File: src/rtl/shift_register_piso.sv
// Parallel-in, serial-out shift register with a valid/busy flag.
// The word is loaded in one cycle, then shifted out one bit per Clk; the vacated end fills with FILL.
module shift_register_piso #(
  parameter int   WIDTH     = 4,
  parameter bit   MSB_FIRST = 1'b0,
  parameter logic FILL      = 1'b0
) (
  input  logic             Clk,
  input  logic             Rst_n,
  input  logic [WIDTH-1:0] Parallel_In,
  input  logic             load,
  output logic             Serial_Out,
  output logic             Serial_Valid,
  output logic             Busy
);

  localparam int              CNT_W    = $clog2(WIDTH + 1);
  localparam logic [CNT_W-1:0] CNT_FULL = CNT_W'(WIDTH);

  logic [WIDTH-1:0] shift_reg;
  logic [WIDTH-1:0] shift_next;
  logic [CNT_W-1:0] bit_cnt;
  logic [CNT_W-1:0] cnt_next;

  generate
    if (MSB_FIRST) begin : g_msb_first
      assign shift_next = {shift_reg[WIDTH-2:0], FILL};
      assign Serial_Out = shift_reg[WIDTH-1];
    end else begin : g_lsb_first
      assign shift_next = {FILL, shift_reg[WIDTH-1:1]};
      assign Serial_Out = shift_reg[0];
    end
  endgenerate

  // Counter saturates at zero so the idle FILL stream never looks valid.
  always_comb begin
    cnt_next = bit_cnt;
    if (bit_cnt != '0) begin
      cnt_next = bit_cnt - 1'b1;
    end
  end

  always_ff @(posedge Clk) begin
    if (!Rst_n) begin
      shift_reg <= '0;
      bit_cnt   <= '0;
    end else if (load) begin
      shift_reg <= Parallel_In;
      bit_cnt   <= CNT_FULL;
    end else begin
      shift_reg <= shift_next;
      bit_cnt   <= cnt_next;
    end
  end

  assign Serial_Valid = (bit_cnt != '0);
  assign Busy         = Serial_Valid;

endmodule

File: config.mk
export PLATFORM = sky130hd
export DESIGN_NAME = shift_register_piso
export DESIGN_NICKNAME = d
export VERILOG_FILES = /design/src/rtl/shift_register_piso.sv
export SDC_FILE = /design/constraint.sdc
export NUM_CORES = 1
export LEC_CHECK = 0
export ABC_CLOCK_PERIOD_IN_PS = 4050
export CAP_MARGIN = 20
export CELL_PAD_IN_SITES_DETAIL_PLACEMENT = 1
export CELL_PAD_IN_SITES_GLOBAL_PLACEMENT = 1
export CORE_AREA = 5 5 42 44
export CTS_CLUSTER_DIAMETER = 40
export DETAILED_ROUTE_END_ITERATION = 7
export DIE_AREA = 0 0 47 49
export DONT_BUFFER_PORTS = 1
export PLACE_DENSITY_LB_ADDON = 0.05
export RECOVER_POWER = 50
export SLEW_MARGIN = 0
export SYNTH_ARGS = -nofsm -noshare
export SYNTH_HDL_FRONTEND = slang
export SYNTH_SLANG_ARGS = --single-unit
File: constraint.sdc
create_clock -name Clk -period 4.05 [get_ports Clk]
set_input_delay 0.81 -clock Clk [delete_from_list [all_inputs] [get_ports Clk]]
set_output_delay 0.81 -clock Clk [all_outputs]
set_load 0.01 [all_outputs]
* Word-level counts from Yosys, hierarchy flattened
Cells that the tools add are included.
** Storage, ports and cells
- Word-level logic and storage cells :: 13
- Input port bits :: 7
- Bits in registers :: 7
** Cells by class
- Bitwise gates (word level) :: 1
- Muxes and demuxes :: 3
- Add/subtract/negate cells :: 1
- Reductions and logical operators :: 4
** Operator list (count)
- 3-bit two-way mux :: 3
- 3-bit nonzero test :: 1
- 3-bit by 1-bit subtractor with 3-bit output, second input constant :: 1
- 2-bit AND reduction :: 1
- 2-bit nonzero test :: 1
- 2-bit OR reduction :: 1
- 1-bit NOT :: 1

* Logic depth before layout (Yosys ltp)
Gate-level depths: netlist of run 1.
- Depth after elaboration :: 3
- Mapped depth :: 6
- Mapped depth without buffers :: 6

* Worst setup path after synthesis of run 1
OpenSTA, ideal clock, no wires.
- Path kind :: register -> output
- Start :: register bit_cnt[0]
- End :: output port Serial_Valid
- Arrival time :: 1057 ps
- Path slack :: 2183 ps
- Stages on the path, launching flop included :: 6
- Path through :: dfxtp_1 inv_1 ha_1 ha_1 inv_1 buf_4
** On the way
- Cells in the longest elaborated chain, start to end :: 1
** RTL lines
- from (decl) :: RTL line 22 : logic [CNT_W-1:0] bit_cnt;
- from (signal assigned) :: RTL line 52 : bit_cnt <= cnt_next;
- 3-bit nonzero test :: RTL line 56 : assign Serial_Valid = (bit_cnt != '0);
- to (decl) :: RTL line 13 : output logic Serial_Valid,
No other way between the ends.

* Worst setup path after layout of run 1
Ends and elaborated chain as after synthesis.

==> results of run 1 <==
## stage by stage
step                area (µm²)  total power [W]  std cells  utilization, %
global route               357         0.000171         49            25.4
global placement           330         0.000100         45            23.6
finish                     357         0.000161         49            25.4
floorplan                  329         0.000101         31               -
detailed placement         330         0.000101         45            23.6
CTS                        357         0.000165         49            25.4
## metal layers
metal  GRT usage, %  up-vias  share of wire (%)  wire length [µm]
met2           6.79        6                 48               237
met1           6.42       87                 40               198
met4           5.53        0                1.0                 5
met5              0        -                  0                 0
li1               -       99                  -                 -
met3           3.69        2                 11                54
## layout by cell type (no fill, tap or decap), drive strengths merged
master / n
dfxtp: 7
ha: 3
nor2b: 4
a211oi: 1
xor2: 1
inv: 5
nor2: 1
mux2: 1
o21a: 1
and3: 1
nand2b: 1
clkbuf: 4
mux2i: 3
## power by group through the flow
stage | clock [W] | sequential [W] | combinational (W)
2_1_floorplan | 0 | 0.0000772 | 0.0000240
3_3_place_gp | 0 | 0.0000776 | 0.0000227
3_5_place_dp | 0 | 0.0000777 | 0.0000232
4_1_cts | 0.0000650 | 0.0000763 | 0.0000235
5_1_grt | 0.0000677 | 0.0000769 | 0.0000259
6_report | 0.0000617 | 0.0000763 | 0.0000227
## path summary, 6_finish.rpt
kind	from	endpoint	slack (ps)	depth (start not counted)
hold reg to reg	shift_reg[1]$_SDFF_PN0_	shift_reg[0]$_SDFF_PN0_	490	2
setup / recovery	bit_cnt[0]$_SDFFE_PP0P_	Serial_Valid	1950	4
setup reg to reg	bit_cnt[0]$_SDFFE_PP0P_	bit_cnt[2]$_SDFFE_PN0P_	2630	5
hold / removal	shift_reg[1]$_SDFF_PN0_	shift_reg[0]$_SDFF_PN0_	490	2
## cell type report
type	count	area (µm²)	area share, %
Multi-Input combinational cell	17	151	42.5
Sequential cell	7	140	39.3
Clock buffer	4	26.3	7.37
Tap cell	16	20.0	5.61
Inverter	5	18.8	5.26
## logic make-up after synthesis
family / share of synthesized area [%]
AOI/OAI and AO/OA: 6.08
buffers and inverters: 11.4
adders and majority gates: 11.4
and+or+nand+nor: 13.3
DFF: 42.6
muxes: 12.5
xor gates and xnor gates: 2.66
## worst max-delay path, cell delays in order (launching register included)
cell and delay [ps]:
dfxtp_1 340, inv_1 50, ha_1 200, ha_1 240, inv_1 210
==> results.cfg, run 1 <==
[status]
status = completed

[logic_synthesis]
netlist_area_um2 = 329
synth_ff_type = dfxtp_1
yosys-top-cells-count = dfxtp_1, inv_1, ha_1, mux2i_1, nor2b_1
synth_top_area_share_pct = 42.6
ys_types = 15
yosysTopAreaCell = dfxtp_1
synth_most_common_cell = dfxtp_1
synth_area_leaders = dfxtp_1, ha_1, mux2i_1
synth_edf_count = 0
synth_nets = 41
async_reset_ff_share_pct = 0
ys_seq_area_share_pct = 42.6
synth_cells = 31
ys_warn_count = 0
synth_area_per_cell_um2 = 10.6
ys_ff_latch = 7

[detailed_routing]
drt_wl_total_um = 494
drcViolationCount = 0
drt_iter0_drc = 0
viasPerCell = 3.96
wl_per_cell_um = 10.1
dr_total_vias = 194
drt-pass1-iter-count = 1
antenna_left = 0

[critical_path]
cp.arrival_ps = 1290
start_kind = flip-flop
worstPathRequired_ps = 3240
cp_max_fo = 4
endpoint_kind = output port
critical_path_class = flip-flop to output port

[pwr]
vdd_drop_max_v = 0.000158
seqPwrFrac_pct = 47.5
sw_frac_of_total_pct = 24.2
combPwrFrac_pct = 14.1
switchingPower_w = 0.0000389
clock_power_share_pct = 38.4
intPower_w = 0.000122
p_leak_nw = 0.166
p_per_area_mw_per_mm2 = 450

[timing]
setup_viol = 0
drv_slew = 0
relSlewSlack_pct = 84.6
max_freq_mhz = 477
tightestPinTransition_ps = 230
hold_viol_final = 0
min_period_over_period_pct = 51.8
final.min_clock_period_ps = 2100
grt_setup_unrepaired = false
skew_ps = 1.86
setup_tns_ps = 0
fin_ws_ps = 1950
timing.hold.ws_ps = 486

[final_layout]
drive_gt1_share_pct = 15.2
largest_reg_flops = 4
syn2layout_area_growth_pct = 8.36
layout.nets = 44
n_antenna_cell = 0
nFillCells = 168

[floorplan]
dieArea_mm2 = 0.00230
dieHeight_um = 49
die_w_um = 47
initial_utilization_pct = 23.5
rows = 14
fp.coreArea_mm2 = 0.00140
pin_count = 10

[cts]
post_cts_resized = 0
cts_tree = yes
cts_buffers = 3
post_cts_buffers = 0
cts_buffer_depth = 2
clk_pin_slew_worst_paths_ps = 50
cts.sink_count = 7
clkLatencyLatePin_ps = 240
root_buffer = clkbuf_4
htreeDepth = 1
cts_hold_buf = 0

[placed_design]
gp_congestion = 0.613
pre_cts_ws_ps = 2200
hpwl_um = 390
portBuffers = 0

[global_route]
grt_antenna_before_repair = 0
grt_pass1_wl_um = 910
grt.total_usage_pct = 5.72
overflow = 0
grt_max_degree = 7
grt_pass1_vias = 230

[job]
cap_violations = 0

[min_path]
min_path_type = flip-flop to flip-flop
No activity file was read; power rests on OpenSTA's default activity.
==> inputs of run 2 (changes only) <==
--- a/config.mk
+++ b/config.mk
@@ -5,7 +5,7 @@
 export SDC_FILE = /design/constraint.sdc
 export NUM_CORES = 1
 export LEC_CHECK = 0
-export ABC_CLOCK_PERIOD_IN_PS = 4050
+export ABC_CLOCK_PERIOD_IN_PS = 2200
 export CAP_MARGIN = 20
 export CELL_PAD_IN_SITES_DETAIL_PLACEMENT = 1
 export CELL_PAD_IN_SITES_GLOBAL_PLACEMENT = 1
==> constraint.sdc (replaced) <==
create_clock -name Clk -period 2.2 [get_ports Clk]
set_input_delay 0.44 -clock Clk [delete_from_list [all_inputs] [get_ports Clk]]
set_output_delay 0.44 -clock Clk [all_outputs]
set_load 0.01 [all_outputs]
==> results.cfg, run 2 (synthesis results as in run 1) <==
[pwr]
switchingPower_w = 0.0000706
p_leak_nw = 0.166
clock_power_share_pct = 38.2
p_per_area_mw_per_mm2 = 827
seqPwrFrac_pct = 47.7
vdd_drop_max_v = 0.000243
sw_frac_of_total_pct = 23.9
total_power_w = 0.000295
intPower_w = 0.000224
combPwrFrac_pct = 14.1

[detailed_routing]
drt_iter0_drc = 0
drt_wl_total_um = 531
drt-pass1-iter-count = 1
dr_total_vias = 197
wl_per_cell_um = 10.8
drcViolationCount = 0
antenna_left = 0
viasPerCell = 4.02

[critical_path]
start_kind = flip-flop
crit_slowest_cell = dfxtp_1
crit_buf_inv = 2
cp.arrival_ps = 1260
cpPeakStageDelay_ps = 330
worstPathCellList = inv_1 > ha_1 > ha_1 > inv_1
critical_path_class = flip-flop to output port
worstPathRequired_ps = 1760
critical-path-top-delay-family = adder cells
endpoint_kind = output port
cp_max_fo = 4

[final_layout]
drive_gt1_share_pct = 15.2
n_antenna_cell = 0
layout.nets = 44
largest_reg_flops = 4
layout_commonest_cell = dfxtp_1
syn2layout_area_growth_pct = 8.36
nFillCells = 168
final_cell_mix = dfxtp_1, inv_1

[floorplan]
fp.coreArea_mm2 = 0.00140
dieArea_mm2 = 0.00230
initial_utilization_pct = 23.5
dieHeight_um = 49
die_w_um = 47
pin_count = 10
rows = 14

[cts]
cts.sink_count = 7
root_buffer = clkbuf_4
cts_tree = yes
htreeDepth = 1
clk_pin_slew_worst_paths_ps = 50
cts_hold_buf = 0
post_cts_buffers = 0
cts_buffer_depth = 2
post_cts_resized = 0
cts_buffers = 3
clkLatencyLatePin_ps = 240

[global_route]
overflow = 0
grt_pass1_wl_um = 924
grt_max_degree = 7
grt.total_usage_pct = 6.06
grt_pass1_vias = 221
grt_antenna_before_repair = 0

[timing]
drv_slew = 0
setup_viol = 0
max_freq_mhz = 587
relSlewSlack_pct = 84.8
hold_viol_final = 0
grt_setup_unrepaired = false
final.min_clock_period_ps = 1700
min_period_over_period_pct = 77.5
tightestPinTransition_ps = 228
setup_tns_ps = 0
skew_ps = 1.09

[status]
status = completed

[placed_design]
hpwl_um = 418
portBuffers = 0
gp_congestion = 0.645

[job]
cap_violations = 0

[min_path]
min_path_type = input port to flip-flop
-- run 2: final timing paths --
path         slack [ps]               startpoint  depth (start not counted)                       to
min                 310                    Rst_n                          1  bit_cnt[2]$_SDFFE_PN0P_
max reg2reg         800  bit_cnt[0]$_SDFFE_PP0P_                          5  bit_cnt[2]$_SDFFE_PN0P_
max                 500  bit_cnt[0]$_SDFFE_PP0P_                          4                     Busy
min reg2reg         500  shift_reg[2]$_SDFF_PN0_                          2  shift_reg[1]$_SDFF_PN0_
-- run 2: power by group through the flow --
stage | Combinational, W | Clock, W | Sequential [W]
2_1_floorplan | 0.0000442 | 0 | 0.000142
3_3_place_gp | 0.0000422 | 0 | 0.000143
3_5_place_dp | 0.0000427 | 0 | 0.000143
4_1_cts | 0.0000434 | 0.000122 | 0.000141
5_1_grt | 0.0000485 | 0.000126 | 0.000141
6_report | 0.0000417 | 0.000113 | 0.000141
-- run 2: final cells by class --
type | instances | area (µm²) | share of cell area [%]
clock buffers | 4 | 26.3 | 7.37
inverters | 5 | 18.8 | 5.26
multi-input cells | 17 | 151 | 42.5
flip-flops and latches | 7 | 140 | 39.3
well taps | 16 | 20.0 | 5.61
-- run 2: per-layer routing --
layer,vias up,track usage [%],part of all wire (%)
li1,99,-,-
met5,-,0,0
met2,6,9.28,52
met1,90,5.52,38
met3,2,2.95,8.1
met4,0,5.53,0.94
-- run 2: through the flow --
stage	instances	hold WS [ps]	util, %	instance area [µm²]	setup WS (ps)
2_1_floorplan	31	459	-	329	703
3_3_place_gp	45	477	23.6	330	753
3_5_place_dp	45	487	23.6	330	737
4_1_cts	49	301	25.4	357	460
5_1_grt	49	314	25.4	357	406
6_report	49	312	25.4	357	495
